==> config.mk <==
export PLATFORM = sky130hd
export DESIGN_NAME = cpu_paddle_ctrl_flat
export DESIGN_NICKNAME = d
export VERILOG_FILES = /design/src/rtl/cpu_paddle_ctrl_if.sv /design/src/rtl/cpu_paddle_ctrl.sv /design/src/flat_wrapper.sv
export SDC_FILE = /design/constraint.sdc
export NUM_CORES = 1
export LEC_CHECK = 0
export ABC_AREA = 1
export BUFFER_PORTS_ARGS = -buffer_cell sky130_fd_sc_hd__clkbuf_2
export CAP_MARGIN = 10
export CORE_MARGIN = 2
export CORE_UTILIZATION = 40
export CTS_CLUSTER_SIZE = 24
export DETAILED_ROUTE_END_ITERATION = 8
export SYNTH_ARGS = -nofsm -noshare
export SYNTH_HDL_FRONTEND = slang
export SYNTH_SLANG_ARGS = --single-unit
==> constraint.sdc <==
create_clock -name clk -period 4.05 [get_ports clk]
set_input_delay 0.6075 -clock clk [delete_from_list [all_inputs] [get_ports clk]]
set_output_delay 0.6075 -clock clk [all_outputs]
set_load 0.01 [all_outputs]
==> src/rtl/cpu_paddle_ctrl_if.sv <==
`default_nettype none
// ============================================================================
//  Module      : cpu_paddle_ctrl_if
//  Description : Bundle between the computer paddle controller and its
//                surroundings: play control, ball Y and human commands in,
//                paddle position, sampled target and motion flags out.
//  Revision    : 1.0  initial release
// ============================================================================
interface cpu_paddle_ctrl_if #(
  parameter int Y_W = 10
) ();

  logic           game_on;
  logic [1:0]     diff;
  logic [Y_W-1:0] ball_y;
  logic           human_up;
  logic           human_down;
  logic           wrap_en;
  logic [Y_W-1:0] position;
  logic [Y_W-1:0] target;
  logic           moving_up;
  logic           moving_down;

  // Game/physics side: drives the controls, observes the paddle
  modport master (
    output game_on, diff, ball_y, human_up, human_down, wrap_en,
    input  position, target, moving_up, moving_down
  );

  // Paddle controller side
  modport slave (
    input  game_on, diff, ball_y, human_up, human_down, wrap_en,
    output position, target, moving_up, moving_down
  );

endinterface
`default_nettype wire

==> src/rtl/cpu_paddle_ctrl.sv <==
`default_nettype none
// ============================================================================
//  Module      : cpu_paddle_ctrl
//  Description : Computer-player paddle controller with integrated position
//                counter. Tracks a periodically sampled ball Y with a
//                deadband, or mirrors the human's up/down commands; step rate
//                and reaction interval depend on the latched difficulty.
//  Revision    : 1.0  initial release
// ============================================================================
module cpu_paddle_ctrl #(
  parameter int Y_W          = 10,
  parameter int POS_MIN      = 32,
  parameter int POS_MAX      = 447,
  parameter int POS_RESET    = 240,
  parameter int DEADBAND     = 2,
  parameter int TICK_W       = 20,
  parameter int TICKS_MIRROR = 20000,
  parameter int TICKS_EASY   = 80000,
  parameter int TICKS_MED    = 40000,
  parameter int TICKS_HARD   = 20000,
  parameter int REACT_W      = 24,
  parameter int REACT_EASY   = 2000000,
  parameter int REACT_MED    = 1000000,
  parameter int REACT_HARD   = 250000
) (
  input  logic              clk,
  input  logic              reset,
  cpu_paddle_ctrl_if.slave  bus
);

  localparam logic [Y_W-1:0] MIN_Y   = Y_W'(POS_MIN);
  localparam logic [Y_W-1:0] MAX_Y   = Y_W'(POS_MAX);
  localparam logic [Y_W-1:0] RESET_Y = Y_W'(POS_RESET);
  localparam logic [Y_W:0]   DB_EXT  = (Y_W+1)'(DEADBAND);
  localparam logic [1:0]     DIFF_MIRROR = 2'b00;
  localparam logic [1:0]     DIFF_EASY   = 2'b01;
  localparam logic [1:0]     DIFF_MED    = 2'b10;

  typedef enum logic [0:0] {
    ST_IDLE   = 1'b0,
    ST_ACTIVE = 1'b1
  } state_t;

  typedef enum logic [1:0] {
    DIR_NONE = 2'b00,
    DIR_UP   = 2'b01,
    DIR_DOWN = 2'b10
  } dir_t;

  state_t             state_q, state_d;
  logic [1:0]         diff_q, diff_d;
  logic [Y_W-1:0]     position_q, position_d;
  logic [Y_W-1:0]     target_q, target_d;
  logic [TICK_W-1:0]  tick_q, tick_d;
  logic [REACT_W-1:0] react_q, react_d;
  logic               moving_up_q, moving_up_d;
  logic               moving_down_q, moving_down_d;

  logic [TICK_W-1:0]  ticks_lim;
  logic [REACT_W-1:0] react_lim;
  logic               run;
  dir_t               dir_raw;
  dir_t               dir;
  dir_t               dir_prev;
  logic [TICK_W-1:0]  tick_eff;
  logic [Y_W-1:0]     pos_step;
  logic [Y_W:0]       pos_ext;
  logic [Y_W:0]       tgt_ext;

  // Terminal counts for the latched difficulty
  always_comb begin
    case (diff_q)
      DIFF_MIRROR: begin
        ticks_lim = TICK_W'(TICKS_MIRROR - 1);
        react_lim = '0;
      end
      DIFF_EASY: begin
        ticks_lim = TICK_W'(TICKS_EASY - 1);
        react_lim = REACT_W'(REACT_EASY - 1);
      end
      DIFF_MED: begin
        ticks_lim = TICK_W'(TICKS_MED - 1);
        react_lim = REACT_W'(REACT_MED - 1);
      end
      default: begin
        ticks_lim = TICK_W'(TICKS_HARD - 1);
        react_lim = REACT_W'(REACT_HARD - 1);
      end
    endcase
  end

  assign run      = (state_q == ST_ACTIVE) && bus.game_on;
  assign pos_ext  = {1'b0, position_q};
  assign tgt_ext  = {1'b0, target_q};
  // Last cycle's post-block direction is exactly what the flags hold
  assign dir_prev = dir_t'({moving_down_q, moving_up_q});

  // Requested direction, then limit blocking and the play gate
  always_comb begin
    dir_raw = DIR_NONE;
    if (diff_q == DIFF_MIRROR) begin
      if (bus.human_up && !bus.human_down) begin
        dir_raw = DIR_UP;
      end else if (bus.human_down && !bus.human_up) begin
        dir_raw = DIR_DOWN;
      end
    end else begin
      if ((tgt_ext + DB_EXT) < pos_ext) begin
        dir_raw = DIR_UP;
      end else if (tgt_ext > (pos_ext + DB_EXT)) begin
        dir_raw = DIR_DOWN;
      end
    end

    dir = dir_raw;
    if (!bus.wrap_en) begin
      if ((position_q == MIN_Y) && (dir_raw == DIR_UP)) begin
        dir = DIR_NONE;
      end
      if ((position_q == MAX_Y) && (dir_raw == DIR_DOWN)) begin
        dir = DIR_NONE;
      end
    end
    if (!run) begin
      dir = DIR_NONE;
    end
  end

  // A direction change restarts the count so this cycle counts as tick 0
  always_comb begin
    tick_eff = tick_q;
    if (dir != dir_prev) begin
      tick_eff = '0;
    end
  end

  // Position after one step: out-of-range snaps to the nearer limit first
  always_comb begin
    pos_step = position_q;
    if (position_q < MIN_Y) begin
      pos_step = MIN_Y;
    end else if (position_q > MAX_Y) begin
      pos_step = MAX_Y;
    end else if (dir == DIR_UP) begin
      pos_step = (position_q == MIN_Y) ? MAX_Y : (position_q - Y_W'(1));
    end else if (dir == DIR_DOWN) begin
      pos_step = (position_q == MAX_Y) ? MIN_Y : (position_q + Y_W'(1));
    end
  end

  // Next-state logic: FSM, counters, sampler, position and flags
  always_comb begin
    state_d       = state_q;
    diff_d        = bus.game_on ? diff_q : bus.diff;
    position_d    = position_q;
    target_d      = target_q;
    tick_d        = tick_q;
    react_d       = react_q;
    moving_up_d   = 1'b0;
    moving_down_d = 1'b0;

    case (state_q)
      ST_IDLE: begin
        tick_d  = '0;
        react_d = '0;
        if (bus.game_on) begin
          state_d  = ST_ACTIVE;
          target_d = bus.ball_y;
        end
      end
      default: begin
        if (!bus.game_on) begin
          state_d = ST_IDLE;
          tick_d  = '0;
          react_d = '0;
        end else begin
          moving_up_d   = (dir == DIR_UP);
          moving_down_d = (dir == DIR_DOWN);

          if (dir == DIR_NONE) begin
            tick_d = '0;
          end else if (tick_eff == ticks_lim) begin
            tick_d     = '0;
            position_d = pos_step;
          end else begin
            tick_d = tick_eff + TICK_W'(1);
          end

          // dir above already used the old target, so a coincident sample
          // and step behave as if the sample came afterwards
          if (diff_q == DIFF_MIRROR) begin
            target_d = bus.ball_y;
            react_d  = '0;
          end else if (react_q == react_lim) begin
            target_d = bus.ball_y;
            react_d  = '0;
          end else begin
            react_d = react_q + REACT_W'(1);
          end
        end
      end
    endcase
  end

  // State register with synchronous reset
  always_ff @(posedge clk) begin
    if (reset) begin
      state_q       <= ST_IDLE;
      diff_q        <= DIFF_EASY;
      position_q    <= RESET_Y;
      target_q      <= RESET_Y;
      tick_q        <= '0;
      react_q       <= '0;
      moving_up_q   <= 1'b0;
      moving_down_q <= 1'b0;
    end else begin
      state_q       <= state_d;
      diff_q        <= diff_d;
      position_q    <= position_d;
      target_q      <= target_d;
      tick_q        <= tick_d;
      react_q       <= react_d;
      moving_up_q   <= moving_up_d;
      moving_down_q <= moving_down_d;
    end
  end

  assign bus.position    = position_q;
  assign bus.target      = target_q;
  assign bus.moving_up   = moving_up_q;
  assign bus.moving_down = moving_down_q;

endmodule
`default_nettype wire

==> src/flat_wrapper.sv <==
// flat-port wrapper written by rule: the top's interface ports become plain ports
module cpu_paddle_ctrl_flat 
#(
  parameter int Y_W          = 10,
  parameter int POS_MIN      = 32,
  parameter int POS_MAX      = 447,
  parameter int POS_RESET    = 240,
  parameter int DEADBAND     = 2,
  parameter int TICK_W       = 20,
  parameter int TICKS_MIRROR = 20000,
  parameter int TICKS_EASY   = 80000,
  parameter int TICKS_MED    = 40000,
  parameter int TICKS_HARD   = 20000,
  parameter int REACT_W      = 24,
  parameter int REACT_EASY   = 2000000,
  parameter int REACT_MED    = 1000000,
  parameter int REACT_HARD   = 250000
)
  (clk, reset, bus_game_on, bus_diff, bus_ball_y, bus_human_up, bus_human_down, bus_wrap_en, bus_position, bus_target, bus_moving_up, bus_moving_down);
  cpu_paddle_ctrl_if #(.Y_W(Y_W)) bus_i ();
  input  logic clk;
  input  logic reset;
  input wire logic [$bits(bus_i.game_on)-1:0] bus_game_on;
  input wire logic [$bits(bus_i.diff)-1:0] bus_diff;
  input wire logic [$bits(bus_i.ball_y)-1:0] bus_ball_y;
  input wire logic [$bits(bus_i.human_up)-1:0] bus_human_up;
  input wire logic [$bits(bus_i.human_down)-1:0] bus_human_down;
  input wire logic [$bits(bus_i.wrap_en)-1:0] bus_wrap_en;
  output wire logic [$bits(bus_i.position)-1:0] bus_position;
  output wire logic [$bits(bus_i.target)-1:0] bus_target;
  output wire logic [$bits(bus_i.moving_up)-1:0] bus_moving_up;
  output wire logic [$bits(bus_i.moving_down)-1:0] bus_moving_down;
  assign bus_i.game_on = bus_game_on;
  assign bus_i.diff = bus_diff;
  assign bus_i.ball_y = bus_ball_y;
  assign bus_i.human_up = bus_human_up;
  assign bus_i.human_down = bus_human_down;
  assign bus_i.wrap_en = bus_wrap_en;
  assign bus_position = bus_i.position;
  assign bus_target = bus_i.target;
  assign bus_moving_up = bus_i.moving_up;
  assign bus_moving_down = bus_i.moving_down;
  cpu_paddle_ctrl #(.Y_W(Y_W), .POS_MIN(POS_MIN), .POS_MAX(POS_MAX), .POS_RESET(POS_RESET), .DEADBAND(DEADBAND), .TICK_W(TICK_W), .TICKS_MIRROR(TICKS_MIRROR), .TICKS_EASY(TICKS_EASY), .TICKS_MED(TICKS_MED), .TICKS_HARD(TICKS_HARD), .REACT_W(REACT_W), .REACT_EASY(REACT_EASY), .REACT_MED(REACT_MED), .REACT_HARD(REACT_HARD)) u_core (.clk(clk), .reset(reset), .bus(bus_i));
endmodule
* Word level (Yosys, flattened, before mapping)
Index checks and enable logic that the tools add are counted.
** Storage, ports and cells
- Bits in registers :: 69
- Output and inout bits :: 22
- Input port bits :: 18
- Word-level logic and storage cells :: 72
** Cells by class
- Reduce and logical (&&, ||, !) cells :: 15
- Multiplexer cells :: 24
- Magnitude comparators :: 4
- Eq/ne operators :: 12
- Bitwise gates (word level) :: 3
- $add $sub $neg :: 6
** Operators by type and width (count)
- 10-bit two-way mux :: 11
- 21-bit case mux with 3 select lines :: 1
- 17-bit case mux with 2 select lines :: 1
- 24-bit by 1-bit adder with 24-bit output, second input constant :: 1
- 24-bit by 21-bit equality test with 1-bit output :: 1
- 10-bit by 2-bit adder with 11-bit output, second input constant :: 2
- 20-bit by 1-bit adder with 20-bit output, second input constant :: 1
- 20-bit by 17-bit equality test with 1-bit output :: 1
- 20-bit two-way mux :: 1
- 2-bit two-way mux :: 9
- 10-bit by 11-bit > comparator with 1-bit output :: 1
- 11-bit by 10-bit < comparator with 1-bit output :: 1
- 10-bit by 1-bit adder with 10-bit output, second input constant :: 1
- 10-bit by 6-bit equality test with 1-bit output, second input constant :: 1
- 10-bit by 9-bit equality test with 1-bit output, second input constant :: 1
- 10-bit by 9-bit > comparator with 1-bit output, second input constant :: 1
- 10-bit by 6-bit < comparator with 1-bit output, second input constant :: 1
- 5-bit OR reduction :: 2
- 10-bit by 1-bit subtractor with 10-bit output, second input constant :: 1
- 2-bit by 1-bit equality test with 1-bit output, second input constant :: 3
- 2-bit equality test, second input constant :: 3
- 1-bit logical AND :: 5
- 5-bit AND reduction :: 1
- 2-bit logical NOT :: 2
- 8 further kinds :: 11

* Depth between registers and ports, before layout
Gate-level depths: netlist of run 1.
- Depth in word-level cells :: 16
- Depth in mapped cells :: 33

* Worst setup path after synthesis of run 1
Ideal clock, no wire load.
- Path kind :: flip-flop to flip-flop
- From :: register u_core.position_q[1] (netlist: u_core.bus.position[1])
- To :: register u_core.position_q[4] (netlist: u_core.bus.position[4])
- Slack :: 0.369 ns
- Buffers on the path :: 2
- Data required time :: 3.933 ns
- Stages on the path, launching flop included :: 31
- Data arrival time :: 3.564 ns
- Cells stage by stage :: dfxtp_1 > inv_1 > nor2_2 > nand2_2 > xor2_1 > ha_1 > nand2_1 > nor2_1 > nand2_1 > nand2_1 > nand2_1 > nand2_1 > nand2_2 > nand2_2 > nand3_2 > nand2_2 > nand2_4 > inv_2 > nand2_1 > buf_4 > nor2_4 > ha_1 > nand2_1 > nand3b_4 > nor2_1 > nand2_2 > nor2_8 > nand3_2 > buf_6 > a21oi_1 > nand2_1
** On the way
- Longest elaborated chain between the ends :: 15
- Elaborated cells between the ends (all ways) :: 35
** RTL lines
- start, declared :: RTL line cpu_paddle_ctrl.sv:52 : logic [Y_W-1:0] position_q, position_d;
- start signal, assigned :: RTL line cpu_paddle_ctrl.sv:219 : position_q <= position_d;
- 10-bit by 2-bit adder with 11-bit output :: RTL line cpu_paddle_ctrl.sv:110 : end else if (tgt_ext > (pos_ext + DB_EXT)) begin
- 10-bit by 11-bit > comparator with 1-bit output :: RTL line cpu_paddle_ctrl.sv:110
- 2-bit two-way mux :: RTL line cpu_paddle_ctrl.sv:110
- 2-bit two-way mux :: RTL line cpu_paddle_ctrl.sv:108 : if ((tgt_ext + DB_EXT) < pos_ext) begin
- 2-bit two-way mux :: RTL line cpu_paddle_ctrl.sv:101 : if (diff_q == DIFF_MIRROR) begin
- 2-bit by 1-bit equality test with 1-bit output :: RTL line cpu_paddle_ctrl.sv:117 : if ((position_q == MIN_Y) && (dir_raw == DIR_UP)) begin
- 1-bit logical AND :: RTL line cpu_paddle_ctrl.sv:117
- 2-bit two-way mux :: RTL line cpu_paddle_ctrl.sv:117
- 2-bit two-way mux :: RTL line cpu_paddle_ctrl.sv:120 : if ((position_q == MAX_Y) && (dir_raw == DIR_DOWN)) begin
- 2-bit two-way mux :: RTL line cpu_paddle_ctrl.sv:116 : if (!bus.wrap_en) begin
- 2-bit two-way mux :: RTL line cpu_paddle_ctrl.sv:124 : if (!run) begin
- 2-bit inequality test or 2-bit by 1-bit equality test with 1-bit output (tied branches) :: RTL line cpu_paddle_ctrl.sv:132, cpu_paddle_ctrl.sv:144
- 20-bit two-way mux or 10-bit two-way mux (tied branches) :: RTL line cpu_paddle_ctrl.sv:132, cpu_paddle_ctrl.sv:144
- 20-bit by 17-bit equality test with 1-bit output or 10-bit two-way mux (tied branches) :: RTL line cpu_paddle_ctrl.sv:182, cpu_paddle_ctrl.sv:142
- 5-bit AND reduction (no source line) or 10-bit two-way mux (tied branches)
Several ways; a longest one is shown, not always the timed one. The select of a mux whose other input is x is not followed.
A chain may end at the register's enable or synchronous reset.

* Worst setup path after layout of run 1
- From :: register u_core.position_q[1] (netlist: u_core.bus.position[1])
- To :: register u_core.position_q[6] (netlist: u_core.bus.position[6])
The elaborated chain is that of the path after synthesis.

==> results.sh, run 1 <==
export IMPL_status="finished, final reports clean"
export IMPL_chipWidth_um=119
export IMPL_totalWireLength_um=12900
export IMPL_antenna_found_initial=0
export IMPL_dieArea_um2=14000
export IMPL_final_common_cell="nand2_1"
export IMPL_vias=4893
export IMPL_setup_tns_final_ps=0
export IMPL_synthArstFlopShare=0
export IMPL_gp_congestion=0.886
export IMPL_crit_path_start_kind="register"
export IMPL_skew_ps=8.64
export IMPL_regToRegSetupSlack_ps=340
export IMPL_ir_drop_mv=0.187
export IMPL_crit_fanout=7
export IMPL_fin_crit_sh=0.916
export IMPL_final_hold_violation_count=0
export IMPL_vias_per_cell=4.79
export IMPL_power_frac_seq=0.420
export IMPL_drv_slew=0
export IMPL_drive_above_1_share=0.171
export IMPL_hpwl_um=10200
export IMPL_grt_total_usage=0.196
export IMPL_cp_slowest_stage_delay_ps=350
export IMPL_die_h_um=119
export IMPL_cp_common_cell="nand2_1"
export IMPL_dp_cells=1004
export IMPL_routedWlPerCell_um=12.7
export IMPL_combPwrFrac=0.110
export IMPL_layout_nets=898
export IMPL_ys_warn_count=0
export IMPL_clockBufferDepth=2
export IMPL_start_util=0.412
export IMPL_rows=41
export IMPL_portBuffers=39
export IMPL_hp_start="u_core.react_q[0]$_SDFF_PP0_"
export IMPL_netlist_area_um2=5250
export IMPL_drtIter0Drc=240
export IMPL_htreeDepth=3
export IMPL_io_pins=40
export IMPL_most_common_layout_cells="nand2_1 (155), inv_1 (128), nor2_1 (106)"
export IMPL_holdPathStages=1
export IMPL_grt_start_max_net_pins=21
export IMPL_ant_nets=0
export IMPL_cts_root_buf="clkbuf_16"
export IMPL_grt_pass1_vias=4713
export IMPL_numCtsBuffers=9
export IMPL_seq_area_frac_synth=0.263
export IMPL_grt_pass1_wl_um=22300
export IMPL_drc=0
export IMPL_clock_sinks=69
export IMPL_gr_total_overflow=0
export IMPL_fmax_ghz=0.270
export IMPL_critPathCaptureType="register"
export IMPL_crit_slowest_cell="dfxtp_1"
export IMPL_hold_path_class="reg -> reg"
export IMPL_worstSetupPathType="reg -> reg"
export IMPL_post_synth_top_area_fraction=0.263
export IMPL_synth_nets=846
export IMPL_fin_crit_ps=3710
export IMPL_worst_slew_pin_slew_ps=704
export IMPL_clock_latency_ps=340
export IMPL_synthFlopType="dfxtp_1"
export IMPL_hold_path_endpoint="u_core.react_q[0]$_SDFF_PP0_"
export IMPL_worstRegToRegCells=28
export IMPL_power_switching_mw=0.429
export IMPL_r2r_end="u_core.bus.position[6]$_SDFFE_PP1P_"
export IMPL_syn_inst=792
export IMPL_arrival_ps=3930
export IMPL_p_int_mw=1.25
export IMPL_n_antenna_cell=0
export IMPL_relSlewSlack=0.529
export IMPL_clockPowerShare=0.470
export IMPL_stdcell_count=1021
export IMPL_ys_top_cells_by_area="dfxtp_1 (26%), nand2_1 (11%), inv_1 (9.2%)"
export IMPL_ys_seq_elements=69
export IMPL_tritoncts="yes"
export IMPL_r2r_start="u_core.bus.position[1]$_SDFFE_PP0P_"
export IMPL_p_total_mw=1.68
export IMPL_clk_pin_slew_ps=50
export IMPL_rsz0062_at_grt="no"
export IMPL_first_pass_iters=4
export IMPL_p_leak_nw=2.74
export IMPL_synth_edf_count=0
export IMPL_post_cts_setup_buffer_count=0
export IMPL_synth_avg_cell_area_um2=6.62
export IMPL_swShare=0.255
export IMPL_area_growth_pct=14.6
export IMPL_power_density_nw_per_um2=279
export IMPL_cap_viol_max_count=0
export IMPL_yosysTopAreaCell="dfxtp_1"
export IMPL_core_um2=12700
export IMPL_required_ps=4270
export IMPL_synth_cell_types=47
export IMPL_setup_viol=0
layer usage:
| layer | track usage | part of all wire | up-vias |
|---|---|---|---|
| met5 | 0 | 0 | - |
| met4 | 0.0595 | 0.018 | 0 |
| met3 | 0.0444 | 0.039 | 17 |
| met2 | 0.341 | 0.48 | 87 |
| met1 | 0.240 | 0.47 | 2183 |
| li1 | - | - | 2606 |
layout make-up:
class	count	area (um^2)
repair buffers	55	319
multi-input cells	566	3250
clock inverters	4	47.5
inverters	143	539
well taps	172	215
flip-flops and latches	69	1390
fillers	1371	6710
clock buffers	12	246
per-stage QoR:
step | worst slack (ps) | utilization | hold WS, ps | instance area [um^2]
after CTS | 139 | 0.469 | 464 | 5970
after global placement | 222 | 0.446 | 453 | 5670
after global routing | 35.8 | 0.472 | 477 | 6010
after detailed placement | 190 | 0.446 | 463 | 5670
final | 342 | 0.472 | 471 | 6010
after floorplan | 369 | - | 430 | 5250
how the worst max path moves through the flow:
stage | from | endpoint | slack [ps] | cells after the start
CTS | u_core.bus.target[2]$_SDFFE_PP0P_ | u_core.bus.position[4]$_SDFFE_PP1P_ | 140 | 26
global placement | u_core.bus.target[2]$_SDFFE_PP0P_ | u_core.tick_q[19]$_SDFF_PP0_ | 220 | 27
floorplan | u_core.bus.position[1]$_SDFFE_PP0P_ | u_core.bus.position[4]$_SDFFE_PP1P_ | 370 | 30
finish | u_core.bus.position[1]$_SDFFE_PP0P_ | u_core.bus.position[6]$_SDFFE_PP1P_ | 340 | 28
global route | u_core.bus.target[2]$_SDFFE_PP0P_ | u_core.tick_q[18]$_SDFF_PP0_ | 40 | 29
detailed placement | u_core.bus.target[2]$_SDFFE_PP0P_ | u_core.bus.position[4]$_SDFFE_PP1P_ | 190 | 26
registers in the layout, indices dropped and copies added, names as in the netlist:
register,flops
u_core.react_q,24
u_core.bus.moving_down,1
u_core.state_q,1
u_core.bus.position,10
u_core.tick_q,20
u_core.bus.moving_up,1
u_core.bus.target,10
u_core.diff_q,2
power groups by stage:
stage	registers, mW	clock network, mW	logic (mW)
4_1_cts	0.704	0.810	0.184
6_report	0.705	0.790	0.184
5_1_grt	0.707	0.833	0.212
2_1_floorplan	0.719	0	0.135
3_3_place_gp	0.719	0	0.183
3_5_place_dp	0.719	0	0.183
timing repair:
item	4_1_cts	5_1_grt
resized for setup	0	13
endpoints found under the setup margin	0	30
hold buffers	0	0
Yosys cell counts (3+ instances only):
library cell / n
o211ai_1: 6
inv_2: 12
or2_2: 3
o21ai_0: 28
clkbuf_1: 7
dfxtp_1: 69
nor2_2: 11
nand2_2: 15
nand4_1: 12
o21ai_1: 3
a21oi_1: 26
nand3_1: 52
nand2_1: 155
xor2_1: 32
nor3b_1: 5
inv_1: 129
nand2_4: 6
ha_1: 36
xnor2_1: 7
nor2_1: 106
nand3_2: 7
buf_2: 3
nor2_4: 4
nor3_1: 19
buf_6: 3
nor4_1: 10
cell families after synthesis:
| logic type | after synthesis | synth area share |
|---|---|---|
| and+or+nand+nor | 414 | 0.381 |
| buffers and inverters | 158 | 0.122 |
| AOI/OAI and AO/OA | 76 | 0.0825 |
| DFF | 69 | 0.263 |
| xor gates and xnor gates | 39 | 0.0651 |
| adders and majority gates | 36 | 0.0859 |
critical path, delay by kind of cell (launching register included):
| family | cells | cell delay, ps |
|---|---|---|
| fa+ha+maj | 3 | 610 |
| simple gates | 20 | 2130 |
| buf+inv | 4 | 330 |
| xor+xnor | 1 | 180 |
| flops | 1 | 350 |
Note: power is estimated with default switching activity, not from simulation.
==> inputs of run 2 (changes only) <==
--- a/config.mk
+++ b/config.mk
@@ -5,7 +5,7 @@
 export SDC_FILE = /design/constraint.sdc
 export NUM_CORES = 1
 export LEC_CHECK = 0
-export ABC_AREA = 1
+export ABC_AREA = 0
 export BUFFER_PORTS_ARGS = -buffer_cell sky130_fd_sc_hd__clkbuf_2
 export CAP_MARGIN = 10
 export CORE_MARGIN = 2
==> run 2 against run 1 <==
Effect of this change: the run now ends with negative setup slack left; highest routed layer unchanged; largest cell class unchanged; cell count down 22%; die area down 13%; power rose by 1.6%; register-to-register slack worse by 700 ps; routed wire length down 3.5%; critical path depth fell by 10; critical path type unchanged; design area shrank 1.6%; area after synthesis down 14%; count of clock-buffer cells in the layout fell by 2.
==> results.sh, run 2 <==
export IMPL_status="complete, but fails checks"
export IMPL_violations="negative setup slack"
export IMPL_rows=38
export IMPL_tritoncts="yes"
export IMPL_top_register="u_core.react_q"
export IMPL_synth_xor_area_frac=0.108
export IMPL_reg_top3="u_core.react_q x24, u_core.tick_q x20"
export IMPL_grt_pass1_wl_um=20100
export IMPL_routedWlPerCell_um=15.6
export IMPL_worst_slew_pin_slew_ps=786
export IMPL_vias=4363
export IMPL_dieArea_um2=12200
export IMPL_drc=0
export IMPL_drtIter0Drc=231
export IMPL_drive_above_1_share=0.277
export IMPL_critPathCaptureType="register"
export IMPL_syn_inst=549
export IMPL_skew_ps=4.83
export IMPL_vias_per_cell=5.45
export IMPL_place_ws_ps=-398
export IMPL_grt_pass1_vias=4183
export IMPL_drv_slew=0
export IMPL_synth_top_family_by_area="simple AND/OR/NAND/NOR gates"
export IMPL_setup_viol=10
export IMPL_synthTopCellsByCount="dfxtp_1 (69), nand2_1 (47), nor2_1 (47), nand3_1 (38), ha_1 (36)"
export IMPL_htreeDepth=3
export IMPL_power_density_nw_per_um2=289
export IMPL_holdWs_ps=482
export IMPL_synth_cell_types=66
export IMPL_setup_slack_ps=-354
export IMPL_synth_nets=603
export IMPL_die_h_um=110
export IMPL_chipWidth_um=110
export IMPL_synth_compound_area_frac=0.116
export IMPL_synth_simple_area_share=0.277
export IMPL_synthArstFlopShare=0
export IMPL_ys_warn_count=0
export IMPL_grt_start_max_net_pins=25
export IMPL_seq_area_frac_synth=0.305
export IMPL_most_common_layout_cells="buf_4 (72), dfxtp_1 (57), nor2_1 (46)"
export IMPL_hold_path_class="reg -> reg"
export IMPL_final_common_cell="buf_4"
export IMPL_fin_crit_ps=4400
export IMPL_portBuffers=39
export IMPL_p_total_mw=1.71
export IMPL_synthFlopType="dfxtp_1"
export IMPL_clockBufferDepth=2
export IMPL_synth_most_common_cell="dfxtp_1"
export IMPL_grt_total_usage=0.213
export IMPL_numCtsBuffers=9
export IMPL_final_hold_violation_count=0
export IMPL_fillers=1018
export IMPL_synth_edf_count=0
export IMPL_ys_top_cells_by_area="dfxtp_1 (31%), ha_1 (10%), xnor2_1 (5.8%)"
export IMPL_hpwl_um=9380
export IMPL_totalWireLength_um=12500
export IMPL_fin_util=0.541
export IMPL_clock_latency_ps=330
export IMPL_ys_seq_elements=69
export IMPL_crit_path_start_kind="register"
export IMPL_gp_congestion=0.952
export IMPL_fmax_ghz=0.227
export IMPL_worstSetupPathType="reg -> reg"
export IMPL_clk_pin_slew_ps=60
export IMPL_ant_nets=0
export IMPL_core_um2=10900
export IMPL_rsz0062_at_grt="yes"
export IMPL_crit_fanout=4
export IMPL_netlist_area_um2=4530
export IMPL_cts_hold_buf=0
export IMPL_first_pass_iters=4
export IMPL_relSlewSlack=0.476
export IMPL_regToRegSetupSlack_ps=-350
export IMPL_dp_cells=771
export IMPL_gr_total_overflow=0
export IMPL_start_util=0.414
export IMPL_arrival_ps=4580
export IMPL_fin_area_um2=5910
export IMPL_n_antenna_cell=0
export IMPL_post_dp_cell_area_um2=5330
export IMPL_area_growth_pct=30.6
export IMPL_io_pins=40
export IMPL_antenna_found_initial=0
export IMPL_yosysTopAreaCell="dfxtp_1"
export IMPL_ir_drop_mv=0.165
export IMPL_setup_tns_final_ps=-1960
export IMPL_largest_reg_flops=24
export IMPL_synthMuxAreaShare=0.0511
export IMPL_p_leak_nw=2.44
export IMPL_cts_root_buf="clkbuf_16"
export IMPL_required_ps=4230
export IMPL_layout_nets=711
export IMPL_post_synth_top_area_fraction=0.305
export IMPL_synth_avg_cell_area_um2=8.24
export IMPL_clock_sinks=69
export IMPL_stdcell_count=801
export IMPL_cap_viol_max_count=0
export IMPL_fin_crit_sh=1.09
export IMPL_synthAdderAreaFrac=0.0995
run 2: cell count changes in the layout (fill, tap and decap cells not counted), moves of 11 or more:
cell / delta
buf_4: +57
nand2_2: -11
inv_1: -100
mux2i_1: +21
nand2_1: -111
nand3_1: -15
nor3_1: +15
nor2_1: -60
o21ai_0: -14
xnor2_1: +22
run 2: final timing paths:
| kind | start | end | cells past startpoint |
|---|---|---|---|
| min reg2reg | u_core.react_q[0]$_SDFF_PP0_ | u_core.react_q[0]$_SDFF_PP0_ | 1 |
| min | u_core.react_q[0]$_SDFF_PP0_ | u_core.react_q[0]$_SDFF_PP0_ | 1 |
| max | u_core.bus.target[3]$_SDFFE_PP0P_ | u_core.bus.position[7]$_SDFFE_PP1P_ | 18 |
| max reg2reg | u_core.bus.target[3]$_SDFFE_PP0P_ | u_core.bus.position[7]$_SDFFE_PP1P_ | 18 |
run 2: timing repair:
action / 4_1_cts / 5_1_grt
pin swaps: 5 / 12
setup buffers: 5 / 10
resized for setup: 11 / 26
endpoints found under the hold margin: 0 / 0
endpoints found under the setup margin: 13 / 27
run 2: critical path: stages (launching register included):
cell and delay, ps:
dfxtp_2 320, and4_4 260, and3_4 200, nand2_2 50, xnor2_1 120, ha_1 320
a211o_1 320, a31o_4 220, o32a_1 210, a211oi_4 330, and3_4 230, ha_2 170
and4_4 210, and4_4 240, nand3_4 90, or4_4 520, buf_4 160, nor3_4 140
o221ai_1 130
run 2: power by group:
group	switching [mW]	internal, mW	leakage [nW]
combinational	0.109	0.0930	1.74
clock	0.299	0.510	0.146
sequential	0.00871	0.687	0.559
total	0.416	1.29	2.44
run 2: layout make-up:
class | count | area [um^2] | share of cell area
timing repair buffer | 115 | 793 | 0.134
clock buffer | 10 | 250 | 0.0423
multi-input combinational | 432 | 3120 | 0.528
sequential | 69 | 1400 | 0.237
clock inverter | 5 | 58.8 | 0.00995
inverter | 30 | 113 | 0.0191
tap | 140 | 175 | 0.0296
run 2: logic make-up (layout without fill, tap and decap cells):
logic type,count (synthesis),in the layout
multiplexers,23,23
XOR/XNOR,56,56
adder cells (fa/ha/maj),36,36
buffers and inverters,48,160
flip-flops,69,69
AND/OR/NAND/NOR,242,242
AO/OA/AOI/OAI,75,75
run 2: metal layers:
layer  vias up  track usage  wire length, um
li1       2175            -                -
met1      2096        0.284             6000
met2        76        0.346             5880
met3        16       0.0276              367
met4         0       0.0893              229
met5         -            0                0
==> inputs of run 3 (changes only) <==
--- a/config.mk
+++ b/config.mk
@@ -12,6 +12,7 @@
 export CORE_UTILIZATION = 40
 export CTS_CLUSTER_SIZE = 24
 export DETAILED_ROUTE_END_ITERATION = 8
+export SKIP_LAST_GASP = 1
 export SYNTH_ARGS = -nofsm -noshare
 export SYNTH_HDL_FRONTEND = slang
 export SYNTH_SLANG_ARGS = --single-unit
==> run 3 against run 2 <==
Effect of this change: the flow still finishes with violations (negative setup slack); sequential share of layout area about the same; register-to-register slack barely moved; maximum frequency about the same; core utilization hardly changed; hold slack got worse by 0.93 ps.
==> results.sh, run 3 (synthesis results as in run 2) <==
export IMPL_status="complete, but fails checks"
export IMPL_violations="negative setup slack"
export IMPL_p_leak_nw=2.44
export IMPL_portBuffers=39
export IMPL_numCtsBuffers=9
export IMPL_drtIter0Drc=207
export IMPL_clockBufferDepth=2
export IMPL_place_ws_ps=-398
export IMPL_post_dp_cell_area_um2=5330
export IMPL_setup_viol=10
export IMPL_hold_path_class="reg -> reg"
export IMPL_required_ps=4230
export IMPL_skew_ps=4.96
export IMPL_io_pins=40
export IMPL_gp_congestion=0.952
export IMPL_fin_crit_ps=4410
export IMPL_clock_latency_ps=330
export IMPL_area_growth_pct=30.5
export IMPL_vias=4339
export IMPL_power_density_nw_per_um2=289
export IMPL_core_um2=10900
export IMPL_rsz0062_at_grt="yes"
export IMPL_n_antenna_cell=0
export IMPL_cts_root_buf="clkbuf_16"
export IMPL_grt_pass1_wl_um=20100
export IMPL_setup_tns_final_ps=-1970
export IMPL_cp_slowest_stage_delay_ps=520
export IMPL_tritoncts="yes"
export IMPL_p_total_mw=1.71
export IMPL_antenna_found_initial=0
export IMPL_vias_per_cell=5.42
export IMPL_drc=0
export IMPL_arrival_ps=4590
export IMPL_multi_input_area_um2=3120
export IMPL_clk_pin_slew_ps=60
export IMPL_largest_reg_flops=24
export IMPL_fmax_ghz=0.227
export IMPL_clock_sinks=69
export IMPL_fin_util=0.540
export IMPL_top_register="u_core.react_q"
export IMPL_hpwl_um=9380
export IMPL_chipWidth_um=110
export IMPL_worstRegToRegCells=18
export IMPL_crit_slowest_cell="or4_4"
export IMPL_critPathCaptureType="register"
export IMPL_reg_top3="u_core.react_q x24, u_core.tick_q x20"
export IMPL_regToRegSetupSlack_ps=-360
export IMPL_cap_viol_max_count=0
export IMPL_cp_cell_sequence="and4_4, and3_4, nand2_2, xnor2_1, ha_1, a211o_1, a31o_4, o32a_1, a211oi_4, and3_4, ha_2, and4_4, and4_4, nand3_4, or4_4, buf_4, nor3_4, o221ai_1"
export IMPL_worst_slew_pin_slew_ps=786
export IMPL_htreeDepth=3
export IMPL_first_pass_iters=5
export IMPL_grt_pass1_vias=4183
export IMPL_layout_nets=711
export IMPL_fin_crit_sh=1.09
export IMPL_ir_drop_mv=0.163
export IMPL_holdPathStages=1
export IMPL_most_common_layout_cells="buf_4 (73), dfxtp_1 (57), nor2_1 (46)"
export IMPL_cp_depth=18
export IMPL_worstSetupPathType="reg -> reg"
export IMPL_final_hold_violation_count=0
export IMPL_dieArea_um2=12200
export IMPL_drv_slew=0
export IMPL_final_common_cell="buf_4"
export IMPL_ant_nets=0
export IMPL_drive_above_1_share=0.277
export IMPL_die_h_um=110
export IMPL_start_util=0.414
export IMPL_grt_total_usage=0.213
export IMPL_routedWlPerCell_um=15.6
export IMPL_totalWireLength_um=12500
export IMPL_relSlewSlack=0.476
export IMPL_setup_slack_ps=-356
export IMPL_rows=38
export IMPL_crit_path_start_kind="register"
export IMPL_fin_area_um2=5910
export IMPL_cp_common_cell="and4_4"
export IMPL_seq_area_um2=1400
export IMPL_grt_start_max_net_pins=25
export IMPL_fillers=1018
export IMPL_crit_fanout=4
export IMPL_gr_total_overflow=0
export IMPL_cp_top_family="simple AND/OR/NAND/NOR gates"
export IMPL_crit_buf_inv=1
[run 3: what timing repair did]
item                       CTS  global route
pin swaps                    5            12
cloned                       0             0
hold buffers                 0             0
setup endpoints to repair   13            27
resized for setup           11            25
setup buffers                5            10
[run 3: path summary, 6_finish.rpt]
path / start / endpoint
hold reg to reg: u_core.react_q[0]$_SDFF_PP0_ / u_core.react_q[0]$_SDFF_PP0_
hold / removal: u_core.react_q[0]$_SDFF_PP0_ / u_core.react_q[0]$_SDFF_PP0_
setup reg to reg: u_core.bus.target[3]$_SDFFE_PP0P_ / u_core.bus.position[7]$_SDFFE_PP1P_
setup / recovery: u_core.bus.target[3]$_SDFFE_PP0P_ / u_core.bus.position[7]$_SDFFE_PP1P_
[run 3: report_power, final]
group,leakage [nW],internal [mW],switching (mW)
clock,0.146,0.510,0.298
combinational,1.74,0.0930,0.109
sequential,0.559,0.687,0.00869
[run 3: worst register-to-register path: cells and delay by family (launching register included)]
kind | cells | cell delay (ps)
and+or+nand+nor | 9 | 1940
AOI/OAI and AO/OA | 5 | 1210
adders and majority gates | 2 | 500
DFF | 1 | 320
buffers and inverters | 1 | 160
xor gates and xnor gates | 1 | 120
[run 3: metrics by stage]
step,instances,hold slack [ps]
after floorplan,549,426
after global placement,771,439
after detailed placement,771,468
after CTS,791,481
after global routing,801,494
final,801,481
[run 3: metal layers]
| metal | vias to the layer above | track usage | share of wire |
|---|---|---|---|
| li1 | 2179 | - | - |
| met1 | 2072 | 0.284 | 0.48 |
| met2 | 75 | 0.346 | 0.47 |
| met3 | 13 | 0.0276 | 0.031 |
| met4 | 0 | 0.0893 | 0.016 |
| met5 | - | 0 | 0 |
[run 3: final cells by class]
class,count,share of cell area
clock buffers,10,0.0424
clock inverters,5,0.00996
inverters,30,0.0191
multi-input cells,432,0.528
flip-flops and latches,69,0.237
well taps,140,0.0297
repair buffers,115,0.134
